[src/rtl/quad_decoder_pkg.sv]
// Shared encodings for the quadrature decoder: Gray pin states, FSM states and direction.
package quad_decoder_pkg;

  localparam logic [1:0] QS_00 = 2'b00;
  localparam logic [1:0] QS_01 = 2'b01;
  localparam logic [1:0] QS_11 = 2'b11;
  localparam logic [1:0] QS_10 = 2'b10;

  typedef enum logic {
    ST_INIT = 1'b0,
    ST_RUN  = 1'b1
  } state_t;

  localparam logic DIR_UP = 1'b1;
  localparam logic DIR_DN = 1'b0;

  // Valid for single-bit transitions of {a,b}: up when the old A differs from the new B.
  function automatic logic quad_dir_up(input logic [1:0] prev, input logic [1:0] cur);
    return prev[1] ^ cur[0];
  endfunction

endpackage

[src/rtl/quad_decoder_filter.sv]
// One encoder channel: 2-flop synchroniser followed by a FILT-sample stability filter.
module quad_filter #(
  parameter int FILT = 2
) (
  input  logic clk,
  input  logic rst,
  input  logic in_raw,
  output logic out_f
);

  localparam int CW = (FILT > 1) ? $clog2(FILT) : 1;
  localparam logic [CW-1:0] CNT_LAST = CW'(FILT - 1);

  logic          sync1_q, sync1_d;
  logic          sync2_q, sync2_d;
  logic          filt_q, filt_d;
  logic [CW-1:0] cnt_q, cnt_d;

  // cnt counts consecutive synced samples that disagree with the accepted level.
  always_comb begin
    sync1_d = in_raw;
    sync2_d = sync1_q;
    filt_d  = filt_q;
    cnt_d   = '0;
    if (sync2_q != filt_q) begin
      if (cnt_q == CNT_LAST) begin
        filt_d = sync2_q;
      end else begin
        cnt_d = cnt_q + 1'b1;
      end
    end
  end

  always_ff @(posedge clk or posedge rst) begin
    if (rst) begin
      sync1_q <= 1'b0;
      sync2_q <= 1'b0;
      filt_q  <= 1'b0;
      cnt_q   <= '0;
    end else begin
      sync1_q <= sync1_d;
      sync2_q <= sync2_d;
      filt_q  <= filt_d;
      cnt_q   <= cnt_d;
    end
  end

  assign out_f = filt_q;

endmodule

[src/rtl/quad_decoder.sv]
// x4 quadrature decoder with filtered inputs, modulo up/down position counter and wrap pulse.
module quad_decoder
  import quad_decoder_pkg::*;
#(
  parameter int N      = 8,
  parameter int MODULO = (1 << 8),
  parameter int FILT   = 2
) (
  input  logic         clk,
  input  logic         rst,
  input  logic         en,
  input  logic         clr,
  input  logic         a,
  input  logic         b,
  output logic [N-1:0] pos,
  output logic         dir,
  output logic         step,
  output logic         tc,
  output logic         err,
  output state_t       dbg_state
);

  localparam int IW = $clog2(FILT + 3);
  localparam logic [IW-1:0] INIT_LAST = IW'(FILT + 2);
  localparam logic [N-1:0]  POS_MAX   = N'(MODULO - 1);

  logic          a_f, b_f;
  logic [1:0]    cur, chg;
  state_t        state_q, state_d;
  logic [IW-1:0] init_cnt_q, init_cnt_d;
  logic [1:0]    prev_q, prev_d;
  logic [N-1:0]  pos_q, pos_d;
  logic          dir_q, dir_d;
  logic          step_q, step_d;
  logic          tc_q, tc_d;
  logic          err_q, err_d;

  quad_filter #(.FILT(FILT)) u_filt_a (.clk(clk), .rst(rst), .in_raw(a), .out_f(a_f));
  quad_filter #(.FILT(FILT)) u_filt_b (.clk(clk), .rst(rst), .in_raw(b), .out_f(b_f));

  assign cur = {a_f, b_f};
  assign chg = cur ^ prev_q;

  always_ff @(posedge clk or posedge rst) begin
    if (rst) begin
      state_q    <= ST_INIT;
      init_cnt_q <= '0;
      prev_q     <= 2'b00;
      pos_q      <= '0;
      dir_q      <= DIR_DN;
      step_q     <= 1'b0;
      tc_q       <= 1'b0;
      err_q      <= 1'b0;
    end else begin
      state_q    <= state_d;
      init_cnt_q <= init_cnt_d;
      prev_q     <= prev_d;
      pos_q      <= pos_d;
      dir_q      <= dir_d;
      step_q     <= step_d;
      tc_q       <= tc_d;
      err_q      <= err_d;
    end
  end

  // INIT lasts until the filters have settled on the pin levels present at reset release.
  always_comb begin
    state_d    = state_q;
    init_cnt_d = init_cnt_q;
    case (state_q)
      ST_INIT: begin
        if (init_cnt_q == INIT_LAST) begin
          state_d = ST_RUN;
        end else begin
          init_cnt_d = init_cnt_q + 1'b1;
        end
      end
      ST_RUN:  state_d = ST_RUN;
      default: state_d = ST_INIT;
    endcase
  end

  // prev follows cur every cycle, so on entry to RUN it already holds the settled level.
  always_comb begin
    prev_d = cur;
    pos_d  = pos_q;
    dir_d  = dir_q;
    step_d = 1'b0;
    tc_d   = 1'b0;
    err_d  = err_q;
    if (clr) begin
      pos_d = '0;
      err_d = 1'b0;
    end else if (state_q == ST_RUN) begin
      if (chg == 2'b11) begin
        err_d = 1'b1;
      end else if (chg != 2'b00 && en) begin
        step_d = 1'b1;
        if (quad_dir_up(prev_q, cur)) begin
          dir_d = DIR_UP;
          if (pos_q == POS_MAX) begin
            pos_d = '0;
            tc_d  = 1'b1;
          end else begin
            pos_d = pos_q + 1'b1;
          end
        end else begin
          dir_d = DIR_DN;
          if (pos_q == '0) begin
            pos_d = POS_MAX;
            tc_d  = 1'b1;
          end else begin
            pos_d = pos_q - 1'b1;
          end
        end
      end
    end
  end

  assign pos       = pos_q;
  assign dir       = dir_q;
  assign step      = step_q;
  assign tc        = tc_q;
  assign err       = err_q;
  assign dbg_state = state_q;

endmodule

[config.mk]
export PLATFORM = sky130hd
export DESIGN_NAME = quad_decoder
export DESIGN_NICKNAME = d
export VERILOG_FILES = /design/src/rtl/quad_decoder_pkg.sv /design/src/rtl/quad_decoder_filter.sv /design/src/rtl/quad_decoder.sv
export SDC_FILE = /design/constraint.sdc
export NUM_CORES = 1
export LEC_CHECK = 0
export ABC_AREA = 1
export CORE_MARGIN = 3
export CORE_UTILIZATION = 49
export CTS_CLUSTER_DIAMETER = 40
export DETAILED_ROUTE_END_ITERATION = 8
export PLACE_DENSITY = 0.68
export SYNTH_ARGS = -nofsm -noshare
export SYNTH_HDL_FRONTEND = slang
export SYNTH_HIERARCHICAL = 1
export SYNTH_SLANG_ARGS = --single-unit
[constraint.sdc]
create_clock -name clk -period 1.75 [get_ports clk]
set_clock_uncertainty 0.1 [all_clocks]
set_input_delay 0.2625 -clock clk [delete_from_list [all_inputs] [get_ports clk]]
set_output_delay 0.2625 -clock clk [all_outputs]
set_load 0.02 [all_outputs]
==> flow_summary_export.csv, run 1 <==
group,metric,value,unit
sta,period_needed,1.66,ns
synthesis,synth_flop_cell,"dfrtp_1",
global_routing,antenna_found_initial,0,
synthesis,synth.avg_cell_area,7.52,um^2
place,dpl.hpwl,2.47,mm
clock_tree,cts_inserted_buffers,3,
sta,fmax,602,MHz
sta,maxSlewViolCount,0,
power,finalPower,3.15,mW
floorplan,io_pins,19,
worst_setup_path,cpPeakStageDelay,0.61,ns
synthesis,synth_seq_cells,26,
global_routing,overflow,0,
clock_tree,tritoncts,"built",
clock_tree,postCtsSetupRepairBufs,0,
place,io_buffer_count,18,
clock_tree,clock_latency,0.31,ns
worst_setup_path,worstSetupStartpointType,"register",
synthesis,synth_edf_count,0,
global_routing,grt_max_degree,19,
worst_setup_path,criticalPathCategory,"register to primary output",
floorplan,die_area,3770,um^2
status,status,"complete, no violations",
clock_tree,clkTransAtPathRegs,0.13,ns
floorplan,die_h,61.4,um
final_layout,drive_above_1_share,11.2,%
place,dpl.cell_count,250,
final_layout,fin_cells,254,
synthesis,yosysSeqAreaShare,43.3,%
clock_tree,root_buffer,"clkbuf_4",
synthesis,syn-cell-area,1500,um^2
synthesis,yosysMostFrequentCell,"nand2_1",
worst_setup_path,end_kind,"primary output",
synthesis,synthTopCellsByCount,"64 x nand2_1, 32 x nand3_1, 26 x dfrtp_1, 23 x inv_1, 18 x nor2_1",
worst_setup_path,critPathTopFamily,"buffers and inverters",
route,final_antenna_net_count,0,
synthesis,yosysWarningCount,6,
sta,rsz0062_at_grt,"no",
floorplan,initial_core_util,53.2,%
place,placed_area,1730,um^2
worst_setup_path,path_buf_inv,1,
worst_setup_path,path_cells,"clkdlybuf4s50_1",
worst_setup_path,cp_slowest_cell,"clkdlybuf4s50_1",
floorplan,rows,19,
clock_tree,clkSinkCount,26,
global_routing,gr-usage-all-layers,19.2,%
worst_setup_path,crit_fanout,2,
route,dr_total_vias,1336,
power,power-per-cell-area,1780,nW/um^2
synthesis,synth.distinct_cells,23,
power,ir_drop,1.09,mV
floorplan,dieWidth,61.4,um
synthesis,ys_async_sr_fraction,100,%
power,p_leak,0.943,nW
sta,maxSlewHeadroom,76.9,%
final_layout,antenna_cells,0,
sta,tightest_slew,0.345,ns
final_layout,design_area,1770,um^2
synthesis,syn-instance-count,200,
final_layout,fillers,261,
final_layout,finalNetCount,235,
place,place_congestion,0.915,
run,cap_violations,0,
synthesis,synth_top_area_cell,"dfrtp_1",
min_path,hold_path_class,"input pin to async pin",
sta,post-route-period-util,95.0,%
final_layout,area_growth,17.6,%
worst_setup_path,critical_path_required,1.39,ns
synthesis,netlist.area_leader.share,43.3,%
sta,setup-tns-final,0,ns
global_routing,grt_pass1_wl,5.40,mm
floorplan,core_area,2830,um^2
route,first_pass_iters,5,
clock_tree,cts_buffer_depth,2,
route,viasPerCell,5.26,
route,drt_iter0_drc,47,
sta,hold_violations,0,
route,routed_wl,3.19,mm
synthesis,synthTopCellsByArea,"dfrtp_1 43%, nand2_1 16%, nand3_1 11%, inv_1 5.7%, nor2_1 4.5%",
clock_tree,htree_num_levels,1,
synthesis,synthesis.nets,211,
global_routing,grt_pass1_vias,1218,
sta,setup_viol,0,
route,remaining_drc_errors,0,
route,routedWlPerCell,12.5,um
worst_setup_path,worstPathArrival,1.30,ns
-- cell type report --
type | instances | area (um^2) | share of cell area (%)
Multi-Input combinational cell | 143 | 714 | 40.4
Inverter | 25 | 96.3 | 5.45
Clock buffer | 4 | 36.3 | 2.05
Tap cell | 31 | 38.8 | 2.19
Timing Repair Buffer | 25 | 225 | 12.7
Sequential cell | 26 | 658 | 37.2
-- flip-flops by register name (all words and copies together) (netlist names) --
signal,count
init_cnt_q,3
step,1
err,1
u_filt_b/sync2_q,1
tc,1
u_filt_a/sync2_q,1
u_filt_a/sync1_q,1
u_filt_b/cnt_q,1
u_filt_a/out_f,1
u_filt_b/out_f,1
pos,8
prev_q,2
u_filt_b/sync1_q,1
u_filt_a/cnt_q,1
dbg_state,1
dir,1
-- cells in the final DEF (no fill, tap or decap), types with 2 or more instances in the layout --
cell type,Yosys,routed
buf_4,0,7
clkbuf_4,0,3
clkdlybuf4s50_1,0,9
dfrtp_1,26,20
dfrtp_2,0,6
dlygate4sd2_1,0,8
ha_1,5,5
inv_1,23,23
nand2_1,64,64
nand3_1,32,32
nand4_1,2,2
nor2_1,18,18
nor2_2,4,4
o21ai_0,4,4
xnor2_1,2,2
xor2_1,4,4
-- final timing paths --
| kind | startpoint | to | slack [ns] | cells past startpoint |
|---|---|---|---|---|
| setup / recovery | dir$_DFFE_PP0P_ | dir | 0.09 | 1 |
| hold / removal | rst | u_filt_b/sync2_q$_DFF_PP0_ | 0.07 | 2 |
| setup reg to reg | pos[1]$_DFFE_PP0P_ | pos[3]$_DFFE_PP0P_ | 0.17 | 8 |
| hold reg to reg | u_filt_b/sync1_q$_DFF_PP0_ | u_filt_b/sync2_q$_DFF_PP0_ | 0.28 | 0 |
| min in group clk | b | u_filt_b/sync1_q$_DFF_PP0_ | 0.27 | 1 |
| max in group asynchronous | rst | pos[6]$_DFFE_PP0P_ | 1.13 | 3 |
-- cell families (layout without fill, tap and decap cells) --
logic type	count (synthesis)	count (layout)	synth area share [%]
AND/OR/NAND/NOR	124	124	36.9
AO/OA/AOI/OAI	8	8	2.99
flip-flops	26	26	43.3
XOR/XNOR	6	6	3.49
buffers and inverters	31	54	9.23
adder cells (fa/ha/maj)	5	5	4.16
-- metal layers --
metal  up-vias  track usage (%)  part of all wire (%)
li1        669                -                     -
met1       617             26.6                    46
met2        48             31.6                    48
met3         2             3.77                   5.5
met4         0             3.64                  0.53
met5         -                0                     0
-- through the flow --
step / hold WS [ns] / worst slack (ns) / util, %
final: 0.0662 / 0.0882 / 62.5
after global routing: 0.0577 / 0.00634 / 62.5
after CTS: 0.0504 / 0.0288 / 62.4
after detailed placement: 0.247 / 0.116 / 61.3
after global placement: 0.235 / 0.129 / 61.3
after floorplan: -0.0714 / 0.181 / -
-- report_power, final --
group / total [mW] / internal [mW] / switching, mW
clock network: 0.293 / 0.127 / 0.166
registers: 1.05 / 0.795 / 0.258
logic: 1.80 / 0.698 / 1.10
total: 3.15 / 1.62 / 1.53
-- what timing repair did --
action	in CTS	in global routing
hold buffers	0	0
setup endpoints to repair	8	5
gates resized for setup	13	2
cloned	0	0
pin swaps	0	0
endpoints found under the hold margin	0	0
(Power assumes the default switching activity.)
==> run 2: changes to the inputs <==
CELL_PAD_IN_SITES_DETAIL_PLACEMENT = 0   (was not set)
CELL_PAD_IN_SITES_GLOBAL_PLACEMENT = 2   (was not set)
CORE_UTILIZATION = 31   (was 49)
PLACE_DENSITY = 0.74   (was 0.68)
==> run 2 against run 1 <==
Compared with the run above: critical path depth is the same; setup slack lost 0.035 ns; routed wire length grew 7.1%; total power increased by 12%; clock power grew 72%; count of clock-buffer cells in the layout down 1; global-route usage is 5.4 points lower; largest cell class unchanged; highest routed layer unchanged.
==> flow_summary_export.csv, run 2 (synthesized netlist as in run 1, its figures left out) <==
group,metric,value,unit
final_layout,mostFrequentLayoutCell,"nand2_1",
min_path,hold_path_class,"input pin to async pin",
clock_tree,clock_latency,0.27,ns
final_layout,layout.area.seq,654,um^2
power,power-per-cell-area,1910,nW/um^2
place,io_buffer_count,18,
worst_setup_path,cpPeakStageDelay,0.63,ns
clock_tree,tritoncts,"built",
place,pre_cts_slack,0.0603,ns
worst_setup_path,crit_fanout,5,
floorplan,die_area,5720,um^2
sta,fmax,589,MHz
floorplan,die_h,75.7,um
worst_setup_path,cp.depth,1,
clock_tree,cts_inserted_buffers,3,
route,drt_iter0_drc,82,
final_layout,largest_reg_flops,8,
sta,rsz0062_at_grt,"no",
final_layout,fillers,464,
sta,setup-tns-final,0,ns
floorplan,rows,24,
worst_setup_path,path_cells,"clkdlybuf4s50_1",
global_routing,gr-usage-all-layers,13.8,%
sta,post-route-period-util,96.9,%
global_routing,grt_max_degree,19,
route,viasPerCell,4.71,
floorplan,initial_core_util,33.4,%
place,place_congestion,0.804,
route,final_antenna_net_count,0,
global_routing,grt_pass1_wl,5.96,mm
status,status,"complete, no violations",
global_routing,antenna_found_initial,0,
route,first_pass_iters,4,
clock_tree,root_buffer,"clkbuf_8",
place,dpl.cell_count,273,
worst_setup_path,criticalPathCategory,"register to primary output",
route,remaining_drc_errors,0,
power,p_leak,1.01,nW
place,dpl.hpwl,2.65,mm
clock_tree,postCtsSetupRepairBufs,0,
final_layout,drive_above_1_share,10.7,%
sta,setup_viol,0,
clock_tree,cts_buffer_depth,2,
power,finalPower,3.53,mW
power,ir_drop,0.593,mV
route,dr_total_vias,1305,
sta,tightest_slew,0.401,ns
floorplan,io_pins,19,
worst_setup_path,critPathTopFamily,"buffers and inverters",
sta,period_needed,1.70,ns
floorplan,core_area,4500,um^2
sta,maxSlewViolCount,0,
route,routed_wl,3.41,mm
clock_tree,clkTransAtPathRegs,0.09,ns
route,routedWlPerCell,12.3,um
final_layout,finalNetCount,237,
global_routing,overflow,0,
clock_tree,clkSinkCount,26,
worst_setup_path,path_buf_inv,1,
floorplan,dieWidth,75.7,um
sta,fin_ws,0.0535,ns
final_layout,final_cell_mix,"64 x nand2_1, 32 x nand3_1, 23 x inv_1, 23 x dfrtp_1, 18 x nor2_1",
worst_setup_path,worstSetupStartpointType,"register",
worst_setup_path,reg2reg_depth,9,
final_layout,antenna_cells,0,
global_routing,grt_pass1_vias,1273,
sta,maxSlewHeadroom,73.1,%
clock_tree,htree_num_levels,1,
final_layout,fin_cells,277,
sta,hold_violations,0,
clock_tree,ctsHoldBuffers,0,
worst_setup_path,end_kind,"primary output",
final_layout,area_growth,23.1,%
final_layout,multiInputGateArea,714,um^2
run,cap_violations,0,
worst_setup_path,worstPathArrival,1.33,ns
worst_setup_path,cp_slowest_cell,"clkdlybuf4s50_1",
worst_setup_path,critical_path_required,1.39,ns
[run 2: cell count changes in the layout (fill, tap and decap cells not counted)]
cell and delta:
dlygate4sd2_1 -4, buf_4 +2, bufinv_16 +1, clkbuf_4 -3
dlymetal6s2s_1 +2, clkdlybuf4s50_1 +2, clkbuf_8 +2, dfrtp_2 -3
dfrtp_1 +3
[run 2: final timing paths]
kind	from	endpoint	slack (ns)
hold reg to reg	u_filt_b/sync1_q$_DFF_PP0_	u_filt_b/sync2_q$_DFF_PP0_	0.26
min in group clk	u_filt_b/sync1_q$_DFF_PP0_	u_filt_b/sync2_q$_DFF_PP0_	0.26
max in group asynchronous	rst	pos[5]$_DFFE_PP0P_	1.06
setup reg to reg	pos[1]$_DFFE_PP0P_	pos[5]$_DFFE_PP0P_	0.18
hold / removal	rst	u_filt_b/sync1_q$_DFF_PP0_	0.11
setup / recovery	pos[6]$_DFFE_PP0P_	pos[6]	0.05
[run 2: timing repair]
action                     CTS  global route
resized for setup            7             3
setup endpoints to repair    7             3
pin swaps                    0             0
[run 2: cell type report]
class                      count  area share [%]
clock inverter                 1            1.62
timing repair buffer          27            13.5
clock buffer                   3            2.23
multi-input combinational    143            38.6
inverter                      25            5.20
sequential                    26            35.3
tap                           52            3.51
[run 2: report_power, final]
part / internal, mW / total [mW] / switching, mW
clock network: 0.306 / 0.505 / 0.199
logic: 0.805 / 2.01 / 1.20
registers: 0.790 / 1.02 / 0.232
[run 2: through the flow]
stage                     utilization [%]  cell area, um^2  hold WS (ns)
after detailed placement             39.4             1770         0.236
after CTS                            40.9             1840         0.113
after floorplan                         -             1500       -0.0714
final                                41.1             1850         0.111
after global placement               39.4             1770         0.241
after global routing                 41.1             1850         0.117
[run 2: metal layers]
| layer | global-route usage (%) | wire length (um) |
|---|---|---|
| met4 | 4.66 | 66 |
| met2 | 23.0 | 1700 |
| met1 | 18.1 | 1560 |
| met5 | 0 | 0 |
| met3 | 2.37 | 92 |
[run 2: worst reg2reg max path, cell delays in order (launching register included)]
cell     delay (ns)
dfrtp_1        0.46
inv_1          0.09
ha_1           0.18
nand2_1        0.07
nor2_2         0.05
nor2_2         0.12
buf_4          0.16
nand3_1        0.10
nand3_1        0.09
nand2_1        0.05
